--- config.mk ---
export PLATFORM = sky130hd
export DESIGN_NAME = uart_avalon_bridge_flat
export DESIGN_NICKNAME = d
export VERILOG_FILES = /design/src/rtl/uart_avalon_bridge_pkg.sv /design/src/rtl/uart_avalon_bridge_if.sv /design/src/rtl/uart_avalon_bridge_txser.sv /design/src/rtl/uart_avalon_bridge.sv /design/src/flat_wrapper.sv
export SDC_FILE = /design/constraint.sdc
export NUM_CORES = 1
export LEC_CHECK = 0
export CAP_MARGIN = 20
export CORE_MARGIN = 5
export CORE_UTILIZATION = 32
export CTS_BUF_LIST = sky130_fd_sc_hd__clkbuf_8
export DETAILED_ROUTE_END_ITERATION = 8
export GPL_TIMING_DRIVEN = 0
export PLACE_DENSITY_LB_ADDON = 0.08
export RECOVER_POWER = 100
export SKIP_LAST_GASP = 1
export SYNTH_ARGS = -nofsm -noshare
export SYNTH_HDL_FRONTEND = slang
export SYNTH_SLANG_ARGS = --single-unit
export TNS_END_PERCENT = 30
--- constraint.sdc ---
create_clock -name clk -period 5.92 [get_ports clk]
set_input_delay 0.888 -clock clk [delete_from_list [all_inputs] [get_ports clk]]
set_output_delay 0.888 -clock clk [all_outputs]
set_load 0.005 [all_outputs]
--- src/rtl/uart_avalon_bridge_pkg.sv ---
// Shared constants and FSM state type for the UART-to-Avalon debug bridge.
// Frame layout: op, addr[4] LSB first, then wdata[4] LSB first for writes only.
package uart_bridge_pkg;

    localparam logic [7:0] OP_WR = 8'h01;
    localparam logic [7:0] OP_RD = 8'h02;
    localparam logic [7:0] ACK   = 8'hA5;
    localparam logic [7:0] NAK   = 8'hEE;

    typedef enum logic [2:0] {
        ST_IDLE,
        ST_ADDR,
        ST_WDATA,
        ST_BUS_WR,
        ST_BUS_RD,
        ST_RD_WAIT,
        ST_RESP
    } state_t;

    // States in which a frame is only partly received, so the inter-byte timeout applies.
    function automatic logic is_frame_state(state_t s);
        return (s == ST_ADDR) || (s == ST_WDATA);
    endfunction

endpackage

--- src/rtl/uart_avalon_bridge_if.sv ---
// Byte-stream (UART rx/tx) and Avalon-MM initiator signals of the debug bridge.
// The master modport is the bridge side; the slave modport is the environment side.
interface uart_avalon_bridge_if #(
    parameter int ADDR_WIDTH = 32
);

    logic                  rx_valid;
    logic [7:0]            rx_data;
    logic                  tx_valid;
    logic [7:0]            tx_data;
    logic                  tx_ready;
    logic                  avm_read;
    logic                  avm_write;
    logic [ADDR_WIDTH-1:0] avm_address;
    logic [31:0]           avm_writedata;
    logic [31:0]           avm_readdata;
    logic                  avm_readdatavalid;
    logic                  avm_waitrequest;
    logic                  err_pulse;

    modport master (
        input  rx_valid, rx_data, tx_ready,
        input  avm_readdata, avm_readdatavalid, avm_waitrequest,
        output tx_valid, tx_data,
        output avm_read, avm_write, avm_address, avm_writedata,
        output err_pulse
    );

    modport slave (
        output rx_valid, rx_data, tx_ready,
        output avm_readdata, avm_readdatavalid, avm_waitrequest,
        input  tx_valid, tx_data,
        input  avm_read, avm_write, avm_address, avm_writedata,
        input  err_pulse
    );

endinterface

--- src/rtl/uart_avalon_bridge_txser.sv ---
// Response serializer: takes 1-4 bytes in one load and presents them LSB first on a
// valid/ready byte stream; done marks acceptance of the final byte.
module uart_bridge_txser (
    input  logic        clk,
    input  logic        rst,
    input  logic        load,
    input  logic [31:0] load_data,
    input  logic [2:0]  load_count,
    input  logic        tx_ready,
    output logic        tx_valid,
    output logic [7:0]  tx_data,
    output logic        done
);

    logic [31:0] shift_q;
    logic [2:0]  left_q;

    assign tx_valid = (left_q != 3'd0);
    assign tx_data  = shift_q[7:0];
    assign done     = tx_valid && tx_ready && (left_q == 3'd1);

    // The shift register only moves on acceptance, so tx_data holds steady under backpressure.
    always_ff @(posedge clk or negedge rst) begin
        if (!rst) begin
            shift_q <= 32'd0;
            left_q  <= 3'd0;
        end else if (load && !tx_valid) begin
            shift_q <= load_data;
            left_q  <= load_count;
        end else if (tx_valid && tx_ready) begin
            shift_q <= {8'h00, shift_q[31:8]};
            left_q  <= left_q - 3'd1;
        end
    end

endmodule

--- src/rtl/uart_avalon_bridge.sv ---
// UART-to-Avalon-MM initiator: parses op/addr/wdata frames from the rx byte stream,
// performs one bus access per frame and streams an ack or read data back.
module uart_avalon_bridge
    import uart_bridge_pkg::*;
#(
    parameter int unsigned TIMEOUT    = 100000,
    parameter int          ADDR_WIDTH = 32
) (
    input  logic                clk,
    input  logic                rst,
    uart_avalon_bridge_if.master bus
);

    localparam logic [31:0] TMO_LAST = (TIMEOUT == 0) ? 32'd0 : 32'(TIMEOUT - 1);

    state_t      state_q, state_d;
    logic [31:0] addr_q, wdata_q, tmo_cnt_q;
    logic [1:0]  byte_cnt_q;
    logic        is_write_q, err_q, avm_read_q, avm_write_q;
    logic        last_byte, timeout, bad_op, dropped;
    logic        tx_load, tx_done;
    logic [31:0] tx_load_data;
    logic [2:0]  tx_load_count;

    assign last_byte = bus.rx_valid && (byte_cnt_q == 2'd3);
    assign timeout   = (TIMEOUT != 0) && is_frame_state(state_q) && !bus.rx_valid
                       && (tmo_cnt_q == TMO_LAST);
    assign bad_op    = (state_q == ST_IDLE) && bus.rx_valid
                       && (bus.rx_data != OP_WR) && (bus.rx_data != OP_RD);
    assign dropped   = bus.rx_valid
                       && (state_q inside {ST_BUS_WR, ST_BUS_RD, ST_RD_WAIT, ST_RESP});

    always_ff @(posedge clk or negedge rst) begin
        if (!rst) state_q <= ST_IDLE;
        else      state_q <= state_d;
    end

    always_comb begin
        state_d = state_q;
        case (state_q)
            ST_IDLE:    if (bus.rx_valid) state_d = bad_op ? ST_RESP : ST_ADDR;
            ST_ADDR:    if (last_byte)    state_d = is_write_q ? ST_WDATA : ST_BUS_RD;
                        else if (timeout) state_d = ST_IDLE;
            ST_WDATA:   if (last_byte)    state_d = ST_BUS_WR;
                        else if (timeout) state_d = ST_IDLE;
            ST_BUS_WR:  if (!bus.avm_waitrequest)  state_d = ST_RESP;
            ST_BUS_RD:  if (!bus.avm_waitrequest)  state_d = ST_RD_WAIT;
            ST_RD_WAIT: if (bus.avm_readdatavalid) state_d = ST_RESP;
            ST_RESP:    if (tx_done) state_d = ST_IDLE;
            default:    state_d = ST_IDLE;
        endcase
    end

    // The serializer is loaded on the same edge that enters RESP.
    always_comb begin
        tx_load       = 1'b0;
        tx_load_data  = 32'd0;
        tx_load_count = 3'd0;
        if (bad_op) begin
            tx_load       = 1'b1;
            tx_load_data  = {24'd0, NAK};
            tx_load_count = 3'd1;
        end else if (state_q == ST_BUS_WR && !bus.avm_waitrequest) begin
            tx_load       = 1'b1;
            tx_load_data  = {24'd0, ACK};
            tx_load_count = 3'd1;
        end else if (state_q == ST_RD_WAIT && bus.avm_readdatavalid) begin
            tx_load       = 1'b1;
            tx_load_data  = bus.avm_readdata;
            tx_load_count = 3'd4;
        end
    end

    // Requests come from flops fed by the next state, so no rx-to-avm combinational path exists.
    always_ff @(posedge clk or negedge rst) begin
        if (!rst) begin
            avm_read_q  <= 1'b0;
            avm_write_q <= 1'b0;
        end else begin
            avm_read_q  <= (state_d == ST_BUS_RD);
            avm_write_q <= (state_d == ST_BUS_WR);
        end
    end

    always_ff @(posedge clk or negedge rst) begin
        if (!rst) begin
            addr_q     <= 32'd0;
            wdata_q    <= 32'd0;
            tmo_cnt_q  <= 32'd0;
            byte_cnt_q <= 2'd0;
            is_write_q <= 1'b0;
            err_q      <= 1'b0;
        end else begin
            err_q <= bad_op || timeout || dropped;
            if (!is_frame_state(state_q) || bus.rx_valid) tmo_cnt_q <= 32'd0;
            else                                          tmo_cnt_q <= tmo_cnt_q + 32'd1;
            if (state_q == ST_IDLE) begin
                byte_cnt_q <= 2'd0;
                if (bus.rx_valid) is_write_q <= (bus.rx_data == OP_WR);
            end else if (is_frame_state(state_q) && bus.rx_valid) begin
                byte_cnt_q <= byte_cnt_q + 2'd1;
                if (state_q == ST_ADDR) addr_q  <= {bus.rx_data, addr_q[31:8]};
                else                    wdata_q <= {bus.rx_data, wdata_q[31:8]};
            end
        end
    end

    uart_bridge_txser u_txser (
        .clk        (clk),
        .rst        (rst),
        .load       (tx_load),
        .load_data  (tx_load_data),
        .load_count (tx_load_count),
        .tx_ready   (bus.tx_ready),
        .tx_valid   (bus.tx_valid),
        .tx_data    (bus.tx_data),
        .done       (tx_done)
    );

    assign bus.avm_read      = avm_read_q;
    assign bus.avm_write     = avm_write_q;
    assign bus.avm_address   = ADDR_WIDTH'(addr_q);
    assign bus.avm_writedata = wdata_q;
    assign bus.err_pulse     = err_q;

endmodule

--- src/flat_wrapper.sv ---
// flat-port wrapper written by rule: the top's interface ports become plain ports
module uart_avalon_bridge_flat import uart_bridge_pkg::*;
#(
    parameter int unsigned TIMEOUT    = 100000,
    parameter int          ADDR_WIDTH = 32
)
  (clk, rst, bus_rx_valid, bus_rx_data, bus_tx_ready, bus_avm_readdata, bus_avm_readdatavalid, bus_avm_waitrequest, bus_tx_valid, bus_tx_data, bus_avm_read, bus_avm_write, bus_avm_address, bus_avm_writedata, bus_err_pulse);
  uart_avalon_bridge_if #(.ADDR_WIDTH(ADDR_WIDTH)) bus_i ();
  input  logic clk;
  input  logic rst;
  input wire logic [$bits(bus_i.rx_valid)-1:0] bus_rx_valid;
  input wire logic [$bits(bus_i.rx_data)-1:0] bus_rx_data;
  input wire logic [$bits(bus_i.tx_ready)-1:0] bus_tx_ready;
  input wire logic [$bits(bus_i.avm_readdata)-1:0] bus_avm_readdata;
  input wire logic [$bits(bus_i.avm_readdatavalid)-1:0] bus_avm_readdatavalid;
  input wire logic [$bits(bus_i.avm_waitrequest)-1:0] bus_avm_waitrequest;
  output wire logic [$bits(bus_i.tx_valid)-1:0] bus_tx_valid;
  output wire logic [$bits(bus_i.tx_data)-1:0] bus_tx_data;
  output wire logic [$bits(bus_i.avm_read)-1:0] bus_avm_read;
  output wire logic [$bits(bus_i.avm_write)-1:0] bus_avm_write;
  output wire logic [$bits(bus_i.avm_address)-1:0] bus_avm_address;
  output wire logic [$bits(bus_i.avm_writedata)-1:0] bus_avm_writedata;
  output wire logic [$bits(bus_i.err_pulse)-1:0] bus_err_pulse;
  assign bus_i.rx_valid = bus_rx_valid;
  assign bus_i.rx_data = bus_rx_data;
  assign bus_i.tx_ready = bus_tx_ready;
  assign bus_i.avm_readdata = bus_avm_readdata;
  assign bus_i.avm_readdatavalid = bus_avm_readdatavalid;
  assign bus_i.avm_waitrequest = bus_avm_waitrequest;
  assign bus_tx_valid = bus_i.tx_valid;
  assign bus_tx_data = bus_i.tx_data;
  assign bus_avm_read = bus_i.avm_read;
  assign bus_avm_write = bus_i.avm_write;
  assign bus_avm_address = bus_i.avm_address;
  assign bus_avm_writedata = bus_i.avm_writedata;
  assign bus_err_pulse = bus_i.err_pulse;
  uart_avalon_bridge #(.TIMEOUT(TIMEOUT), .ADDR_WIDTH(ADDR_WIDTH)) u_core (.clk(clk), .rst(rst), .bus(bus_i));
endmodule
==> key figures, run 1 <==
Clock tree
  – Clock buffer depth: 2
  – Post-CTS setup buffers: 0
  – Clock Latency Late Sink: 440 ps
  – Clk sinks: 140
  – CTS buffer count: 17
  – Post-CTS Resized: 0
  – Post-cts hold buffer count: 0
  – Root buf cell: clkbuf_8
  – TritonCTS clock tree: done
  – H-tree depth: 4
  – Clock transition at path regs: about 80 ps

Timing
  – Period utilization: 63.10%
  – Final Setup Violations: 0
  – Worst-margin pin slew: 3553 ps
  – Worst rel slew slack: -136.9%
  – Final Critical Period: approximately 3700 ps
  – Final Worst Setup Slack: between 2000 and 2500 ps
  – Unrepaired setup endpoints after global routing: no
  – Fmax: approximately 270 MHz
  – Max Slew Vio Count: 64
  – Final hold vios: 0
  – Setup Skew: 17.14 ps

Floorplan
  – Die H: 151.9 um
  – IO Count: between 100 and 150
  – Core Area: between 15000 and 20000 um^2
  – Chip width: between 150 and 200 um
  – Placement Rows: 51
  – Die footprint: ~23000 um^2
  – Starting Density: between 30% and 40%

Place
  – PortBufs: around 120
  – Routability cong.: 0.8681
  – Setup WS pre-CTS: 2522 ps
  – Inst Count DP: 943
  – Dpl hpwl: 12090 um

Detailed routing
  – DR WL/cell: ~17 um
  – Vias post-DR: 4867
  – Pre-antenna DRT Iters: 5
  – Detailed Route WL: between 15000 and 20000 um
  – Via density per instance: roughly 5
  – Antenna-violating nets left: 0
  – Initial drt markers: approximately 260
  – Residual DRC: 0

Pwr
  – Power Dens Cells: 393.2 nW/um^2
  – Worst VDD drop: roughly 0.23 mV
  – Total power: 3.295 mW
  – Pleak: 3.653 nW

Yosys
  – Syn Inst Count: about 560
  – Mapped Area: about 6400 um^2
  – FFs w/ async S/R, synth: 100.0%
  – Sequential area share after synthesis: between 50 and 60%
  – Warnings from Yosys: 0
  – Number of synthesized flops with an enable pin: 0
  – Avg Synthesized Cell Area: 11.58 um^2
  – Post-synthesis cell type count: 57
  – Syn Nets: approximately 610
  – Yosys reg bits: 140
  – Most used DFF post-synth: dfrtp_1

Setup path
  – Worst path top cell family by delay: compound AO/OA/AOI/OAI gates
  – Startpoint Class: input port
  – Crit path largest cell delay: between 800 and 900 ps
  – CP required: between 6000 and 7000 ps
  – Crit path top cell by count: o21ai_0
  – Worst Setup End Kind: flop
  – Slowest CP cell: o21ai_0
  – CP arrival: between 4000 and 5000 ps
  – CP bufs+invs: 2
  – WS Path Type: in -> reg
  – Critical path cell sequence: dlygate4sd3_1 > nor4_1 > a31oi_1 > o21ai_0 > clkbuf_1 > o21ai_0
  – CP max FO: 10

Final layout
  – Layout Cells excl Fill: approximately 1000
  – Final nets: between 700 and 800
  – Share of layout cells above drive strength 1: 16.50%
  – Layout area overhead: 30.09%
  – Antenna diodes: 0

Run status
  – Status: finished, violations left
  – Violated checks: max-capacitance violations, max-slew violations

Worst hold path
  – Worst hold path class: reg -> reg

Job
  – Max-Cap Viols: 1

Global routing
  – Global-route wire length before repair: 27520 um
  – Antenna violations before repair: 1
  – Gr usage total: between 10% and 20%
  – Pin count of the biggest net entering global routing: just under 80
  – Vias in the first global route: around 5.1k
  – Gr ovfl total: 0
==> routing by layer <==
metal	global-route usage [%]	vias up	share of wire, %	wire, um
li1	-	2324	-	-
met1	19.08	2437	47	7789
met2	23.90	97	48	8098
met3	4.090	7	4.2	698
met4	3.682	2	0.71	119
met5	0	-	0.078	13
==> layout by cell type, fill, tap and decap left out, drive strengths merged, types with 9 or more instances in the layout <==
cell and count:
a21oi 28, buf 19, clkbuf 40, clkdlybuf4s50 42, dfrtp 140, dlygate4sd3 78, inv 14, mux2 64
mux2i 21, nand2 37, nand3 18, nand4 15, nor2 26, o21ai 26, o31ai 9, or4 11
xnor2 10
==> worst register-to-register path, stage by stage, from the launching register on <==
cell and delay (ps):
dfrtp_1 440, or4b_2 750, a31oi_1 250, o21ai_0 420, clkbuf_1 390, a32o_1 330
==> stage by stage <==
step	cell area, um^2	util, %	setup TNS [ps]	hold slack, ps
2_1_floorplan	6441	-	0	455.2
3_5_place_dp	8013	40.77	0	485.7
6_report	8379	42.63	0	503.7
4_1_cts	8418	42.83	0	421.7
5_1_grt	8379	42.63	0	525.5
3_3_place_gp	7984	40.62	-268100	485.0
==> flip-flops by register name, indices dropped and copies added, names as in the netlist <==
| name | cells |
|---|---|
| u_core.bus.avm_address | 32 |
| u_core.bus.avm_writedata | 32 |
| u_core.tmo_cnt_q | 32 |
| u_core.u_txser.shift_q | 32 |
| u_core.state_q | 3 |
| u_core.u_txser.left_q | 3 |
| u_core.byte_cnt_q | 2 |
| u_core.bus.avm_read | 1 |
| u_core.bus.avm_write | 1 |
| u_core.bus.err_pulse | 1 |
| u_core.is_write_q | 1 |
==> area by class of cell <==
cell class / instances / area, um^2
Fill cell: 1921 / 11270
Sequential cell: 140 / 3503
Multi-Input combinational cell: 365 / 2664
Timing Repair Buffer: 122 / 1232
Tap cell: 265 / 331.6
Clock buffer: 17 / 234.0
Buffer: 40 / 201.4
Clock inverter: 14 / 171.4
Inverter: 11 / 41.29
==> power breakdown <==
part / leakage (nW) / internal, mW / switching (mW) / total (mW)
combinational: 1.60 / 0.646 / 0.447 / 1.09
sequential: 1.85 / 1.21 / 0.188 / 1.40
clock: 0.204 / 0.416 / 0.382 / 0.799
==> kinds of logic (layout without fill, tap and decap cells) <==
kind of cell               count (synthesis)  in the layout  synth area share [%]
AOI/OAI and AO/OA                         98             98                 9.868
xor gates and xnor gates                  16             16                 2.176
adders and majority gates                  6              6                 1.127
buffers and inverters                     51            204                 4.040
DFF                                      140            140                 54.39
muxes                                     85             85                 14.45
and+or+nand+nor                          160            160                 13.95
==> path summary, 6_finish.rpt <==
check	slack, ps	cells past startpoint	end	from
setup / recovery	2180	6	u_core.u_txser.shift_q[2]	bus_rx_data[3]
hold / removal	500	1	u_core.bus.avm_address[0]	u_core.bus.avm_address[0]
setup reg to reg	3220	5	u_core.u_txser.shift_q[30]	u_core.state_q[1]
hold reg to reg	500	1	u_core.bus.avm_address[0]	u_core.bus.avm_address[0]
max in group asynchronous	2240	1	u_core.bus.avm_writedata[24]	rst
min in group asynchronous	1650	1	u_core.tmo_cnt_q[6]	rst
==> synthesized netlist by cell type (all sizes together), types with 3 or more instances <==
master / instances / area share, %
and3: 6 / 0.58
ha: 5 / 0.97
a32o: 8 / 1.2
inv: 11 / 0.64
mux2i: 21 / 3.3
clkbuf: 13 / 0.78
nand2: 37 / 2.2
o31ai: 9 / 1.0
and2: 4 / 0.39
nand4b: 3 / 0.41
xor2: 6 / 0.82
mux2: 64 / 11
nor4: 8 / 0.87
a31oi: 3 / 0.29
and4: 8 / 1.1
or4: 11 / 1.4
a211oi: 3 / 0.35
xnor2: 10 / 1.4
o21ai: 26 / 2.0
nor3: 5 / 0.39
dfrtp: 140 / 54
nor2: 26 / 1.5
nor4bb: 3 / 0.47
nand4: 15 / 1.5
buf: 27 / 2.6
nand3: 18 / 1.4
or3: 5 / 0.49
a21oi: 28 / 2.2
a31o: 5 / 0.68
Note: power is estimated with default switching activity, not from simulation.
==> inputs of run 2 (changes only) <==
==> constraint.sdc (replaced) <==
create_clock -name clk -period 3.2 [get_ports clk]
set_input_delay 0.48 -clock clk [delete_from_list [all_inputs] [get_ports clk]]
set_output_delay 0.48 -clock clk [all_outputs]
set_load 0.005 [all_outputs]
==> key figures, run 2 (synthesized netlist as in run 1, its figures left out) <==
Run status
  – Status: finished, violations left
  – Violated checks: max-capacitance violations, max-slew violations

Pwr
  – Flop pwr share: 42.6% (about the same)
  – NetSw: 1.877 mW (+84%)
  – Internal Power: 4.208 mW (+85%)
  – Pleak: 3.643 nW (-0.26%)
  – Clock Power Share: 24.3% (about the same)
  – Switch share: 30.84% (-0.043 points)
  – Total power: 6.085 mW (+85%)
  – Power Dens Cells: 728.1 nW/um^2 (+85%)
  – Combinational share of power: 33.2% (about the same)
  – Worst VDD drop: 0.4207 mV (+85%)

Place
  – Setup WS pre-CTS: 210.2 ps (-2312 ps)
  – PortBufs: 121 (unchanged)
  – Placed cell area: 8013 um^2 (unchanged)
  – Routability cong.: 0.8681 (unchanged)
  – Dpl hpwl: 12090 um (unchanged)

Floorplan
  – Die H: 151.9 um (unchanged)
  – Die footprint: 23070 um^2 (unchanged)
  – Chip width: 151.9 um (unchanged)
  – Starting Density: 32.77% (unchanged)
  – Core Area: 19650 um^2 (unchanged)
  – Placement Rows: 51 (unchanged)
  – IO Count: 122 (unchanged)

Global routing
  – Gr ovfl total: 0 (unchanged)
  – Vias in the first global route: 5079 (unchanged)
  – Pin count of the biggest net entering global routing: 78 (unchanged)
  – Antenna violations before repair: 1 (unchanged)
  – Gr usage total: 14.56% (unchanged)
  – Global-route wire length before repair: 27520 um (unchanged)

Timing
  – Worst-margin pin slew: 1617 ps (-1936 ps)
  – Setup Skew: 18.44 ps (+1.302 ps)
  – Period utilization: approximately 90%
  – Final Critical Period: between 2000 and 3000 ps
  – Max Slew Vio Count: 65 (+1.6%)
  – Fmax: between 300 and 400 MHz
  – Final hold vios: 0 (unchanged)
  – Unrepaired setup endpoints after global routing: no
  – Worst rel slew slack: -7.815% (+130 points)
  – Final Worst Setup Slack: 331.0 ps (-1853 ps)
  – Final Setup Violations: 0 (unchanged)
  – Setup TNS: 0 ps (unchanged)

Setup path
  – Crit path largest cell delay: 730 ps (-140 ps)
  – WS Path Type: in -> reg
  – Slowest CP cell: nor4_1
  – Worst Setup End Kind: flop
  – CP max FO: 10 (unchanged)
  – CP arrival: 3170 ps (-840 ps)
  – Critical path cell sequence: dlygate4sd3_1 > nor4_1 > a31oi_1 > o21ai_1 > clkbuf_2 > o21ai_0
  – Startpoint Class: input port
  – CP required: 3500 ps (-2700 ps)

Final layout
  – Layout area overhead: 29.74%
  – Reg area: 3503 um^2 (unchanged)
  – Multi-input combinational cell area: 2660 um^2 (-0.14%)
  – Final nets: 748 (unchanged)
  – Antenna diodes: 0 (unchanged)
  – Share of layout cells above drive strength 1: 16.50% (unchanged)
  – Commonest non-fill, non-tap cell in the layout: dfrtp_1
  – Commonest non-fill, non-tap cells in the layout: dfrtp_1 (140), dlygate4sd3_1 (77), mux2_2 (64), clkdlybuf4s50_1 (43), nand2_1 (36)
  – Final Instance Area: 8357 um^2 (-0.27%)
  – FILL cells: 1926 (+0.26%)
  – Final Util: 42.52% (-0.11 points)

Clock tree
  – Root buf cell: clkbuf_8
  – H-tree depth: 4 (unchanged)
  – Clk sinks: 140 (unchanged)
  – CTS buffer count: 17 (unchanged)
  – Clock buffer depth: 2 (unchanged)
  – Post-cts hold buffer count: 0 (unchanged)
  – Clock transition at path regs: 90 ps (about the same)
  – Post-CTS Resized: 0 (unchanged)
  – TritonCTS clock tree: done
  – Post-CTS setup buffers: 0 (unchanged)
  – Clock Latency Late Sink: 440 ps (about the same)

Detailed routing
  – Via density per instance: 4.997 (unchanged)
  – Initial drt markers: 243 (-5.1%)
  – Residual DRC: 0 (unchanged)
  – Antenna-violating nets left: 0 (unchanged)
  – Pre-antenna DRT Iters: 4 (-1)
  – Vias post-DR: 4867 (unchanged)
  – Detailed Route WL: 16680 um (-0.24%)
  – DR WL/cell: 17.12 um (-0.24%)

Job
  – Max-Cap Viols: 1 (unchanged)

Worst hold path
  – Worst hold path class: in -> async
run 2: cell types whose count changed in the layout (fill, tap and decap cells not counted), sizes merged:
| cell | change |
|---|---|
| dlygate4sd3 | -1 |
| buf | -4 |
| clkbuf | +4 |
| clkdlybuf4s50 | +1 |
run 2: worst max-delay path: cells and delay by family:
family          cells  cell delay, ps
compound gates      3             990
buf+inv             2             960
simple gates        1             730
run 2: cell type report:
cell class / instances / area share, %
buffer: 40 / 2.411
clock buffer: 17 / 2.800
clock inverter: 14 / 2.051
inverter: 11 / 0.4941
multi-input combinational: 365 / 31.83
sequential: 140 / 41.92
tap: 265 / 3.968
timing repair buffer: 122 / 14.52
run 2: layer usage:
metal | part of all wire (%) | routed length, um | global-route usage (%)
met1 | 47 | 7765 | 19.08
met3 | 4.0 | 673 | 4.090
met5 | 0.078 | 13 | 0
met4 | 0.70 | 117 | 3.682
met2 | 49 | 8108 | 23.90
run 2: metrics by stage:
step,cells,hold slack [ps]
after floorplan,556,184.4
after detailed placement,943,485.7
after CTS,974,13.71
final,974,418.4
after global routing,974,525.5
after global placement,942,485.0
run 2: worst paths after layout:
check / end / slack, ps / from / depth (start not counted)
min in group clk: u_core.bus.avm_address[0] / 500 / u_core.bus.avm_address[0] / 1
worst min register to register: u_core.bus.avm_address[0] / 500 / u_core.bus.avm_address[0] / 1
worst max register to register: u_core.bus.avm_writedata[9] / 510 / u_core.state_q[1] / 5
worst max-delay path: u_core.u_txser.shift_q[2] / 330 / bus_rx_data[3] / 6
worst min-delay path: u_core.tmo_cnt_q[6] / 420 / rst / 1
max in group asynchronous: u_core.bus.avm_writedata[26] / 860 / rst / 2
run 2: power by group through the flow:
stage               registers, mW  logic, mW  clock network [mW]
finish                       2.59       2.02                1.48
global placement             2.64       2.21                   0
global route                 2.66       2.21                1.61
CTS                          2.62       2.25                1.54
detailed placement           2.65       2.23                   0
floorplan                    2.58       1.03                   0
==> inputs of run 3 (changes only) <==
--- a/config.mk
+++ b/config.mk
@@ -5,7 +5,6 @@
 export SDC_FILE = /design/constraint.sdc
 export NUM_CORES = 1
 export LEC_CHECK = 0
-export CAP_MARGIN = 20
 export CORE_MARGIN = 5
 export CORE_UTILIZATION = 32
 export CTS_BUF_LIST = sky130_fd_sc_hd__clkbuf_8
==> key figures, run 3 (synthesized netlist as in run 1, its figures left out) <==
Run status
  – Status: finished, violations left
  – Violated checks: max-capacitance violations, max-slew violations

Final layout
  – Commonest non-fill, non-tap cell in the layout: dfrtp_1
  – Multi-input combinational cell area: 2660 um^2 (unchanged)
  – Final Util: 42.52% (unchanged)
  – FILL cells: 1926 (unchanged)
  – Layout area overhead: 29.74% (unchanged)
  – Final nets: 748 (unchanged)
  – Commonest non-fill, non-tap cells in the layout: dfrtp_1 (140), dlygate4sd3_1 (77), mux2_2 (64), clkdlybuf4s50_1 (43), nand2_1 (36)
  – Share of layout cells above drive strength 1: 16.50% (unchanged)
  – Reg area: 3503 um^2 (unchanged)
  – Antenna diodes: 0 (unchanged)

Global routing
  – Antenna violations before repair: 1 (unchanged)
  – M2 GR Usage: 23.90% (unchanged)
  – Gr ovfl total: 0 (unchanged)
  – Pin count of the biggest net entering global routing: 78 (unchanged)
  – Vias in the first global route: 5079 (unchanged)
  – Global-route wire length before repair: 27520 um (unchanged)
  – Gr usage total: 14.56% (unchanged)
  – GRT Max-Usage Layer: met2
  – Met1 Resource Use GR: 19.08% (unchanged)
  – GR Util met3: 4.090% (unchanged)

Detailed routing
  – Vias post-DR: 4867 (unchanged)
  – Via density per instance: 4.997 (unchanged)
  – Residual DRC: 0 (unchanged)
  – DR WL/cell: 17.12 um (unchanged)
  – Detailed Route WL: 16680 um (unchanged)
  – Antenna-violating nets left: 0 (unchanged)
  – Pre-antenna DRT Iters: 4 (unchanged)
  – Initial drt markers: 243 (unchanged)

Setup path
  – Worst path top cell family by delay: compound AO/OA/AOI/OAI gates
  – R2r setup slk: 510 ps (about the same)
  – Startpoint Class: input port
  – CP max FO: 10 (unchanged)
  – Critical path cell sequence: dlygate4sd3_1 > nor4_1 > a31oi_1 > o21ai_1 > clkbuf_2 > o21ai_0
  – CP arrival: 3170 ps (about the same)
  – CP bufs+invs: 2 (unchanged)
  – Crit path largest cell delay: 730 ps (about the same)
  – Slowest CP cell: nor4_1
  – CP required: 3500 ps (about the same)
  – WS Path Type: in -> reg
  – Worst Setup End Kind: flop

Timing
  – Worst-margin pin slew: 1617 ps (unchanged)
  – Worst rel slew slack: -7.815% (unchanged)
  – Unrepaired setup endpoints after global routing: no
  – Final hold vios: 0 (unchanged)
  – Fmax: 348.6 MHz (unchanged)
  – Final Critical Period: 2869 ps (unchanged)
  – Period utilization: 89.66% (unchanged)
  – Max Slew Vio Count: 65 (unchanged)
  – Final Worst Setup Slack: 331.0 ps (unchanged)
  – Setup Skew: 18.44 ps (unchanged)
  – Final Setup Violations: 0 (unchanged)
  – Setup TNS: 0 ps (unchanged)

Clock tree
  – Clk sinks: 140 (unchanged)
  – Clock buffer depth: 2 (unchanged)
  – Root buf cell: clkbuf_8
  – Clock Latency Late Sink: 440 ps (about the same)
  – Post-CTS Resized: 0 (unchanged)
  – Post-cts hold buffer count: 0 (unchanged)
  – Post-CTS setup buffers: 0 (unchanged)
  – TritonCTS clock tree: done
  – H-tree depth: 4 (unchanged)
  – CTS buffer count: 17 (unchanged)
  – Clock transition at path regs: 90 ps (about the same)

Pwr
  – Pleak: 3.643 nW (unchanged)
  – Combinational share of power: 33.2% (about the same)
  – NetSw: 1.877 mW (unchanged)
  – Switch share: 30.84% (unchanged)
  – Worst VDD drop: 0.4207 mV (unchanged)
  – Power Dens Cells: 728.1 nW/um^2 (unchanged)
  – Internal Power: 4.208 mW (unchanged)
  – Clock Power Share: 24.3% (about the same)
  – Flop pwr share: 42.6% (about the same)

Floorplan
  – Starting Density: 32.77% (unchanged)
  – Die H: 151.9 um (unchanged)
  – Placement Rows: 51 (unchanged)
  – Chip width: 151.9 um (unchanged)
  – IO Count: 122 (unchanged)
  – Die footprint: 23070 um^2 (unchanged)
  – Core Area: 19650 um^2 (unchanged)

Place
  – Routability cong.: 0.8681 (unchanged)
  – Dpl hpwl: 12090 um (unchanged)
  – Setup WS pre-CTS: 210.2 ps (unchanged)
  – PortBufs: 121 (unchanged)

Worst hold path
  – Worst hold path class: in -> async

Job
  – Max-Cap Viols: 1 (unchanged)
[run 3: stage by stage]
stage               cells  cell area [um^2]  power [mW]  hold slack [ps]
floorplan             556              6441       3.610            184.4
global placement      942              7984       4.843            485.0
detailed placement    943              8013       4.879            485.7
CTS                   974              8418       6.404            13.71
global route          974              8357       6.483            525.5
finish                974              8357       6.085            418.4
[run 3: final timing paths]
check	from	cells past startpoint	to
max in group asynchronous	rst	2	u_core.bus.avm_writedata[26]
min	rst	1	u_core.tmo_cnt_q[6]
max	bus_rx_data[3]	6	u_core.u_txser.shift_q[2]
min in group clk	u_core.bus.avm_address[0]	1	u_core.bus.avm_address[0]
max reg2reg	u_core.state_q[1]	5	u_core.bus.avm_writedata[9]
min reg2reg	u_core.bus.avm_address[0]	1	u_core.bus.avm_address[0]
[run 3: metal layers]
layer	share of wire, %	up-vias
li1	-	2323
met2	49	95
met5	0.078	-
met4	0.70	2
met1	47	2440
met3	4.0	7
[run 3: power by group through the flow]
stage	Clock, mW	Sequential [mW]	Combinational [mW]
after CTS	1.54	2.62	2.25
after detailed placement	0	2.65	2.23
after global placement	0	2.64	2.21
final	1.48	2.59	2.02
after floorplan	0	2.58	1.03
after global routing	1.61	2.66	2.21
[run 3: layout make-up]
type                       instances  area share, %
sequential                       140          41.92
multi-input combinational        365          31.83
timing repair buffer             122          14.52
tap                              265          3.968
clock buffer                      17          2.800
buffer                            40          2.411
clock inverter                    14          2.051
inverter                          11         0.4941
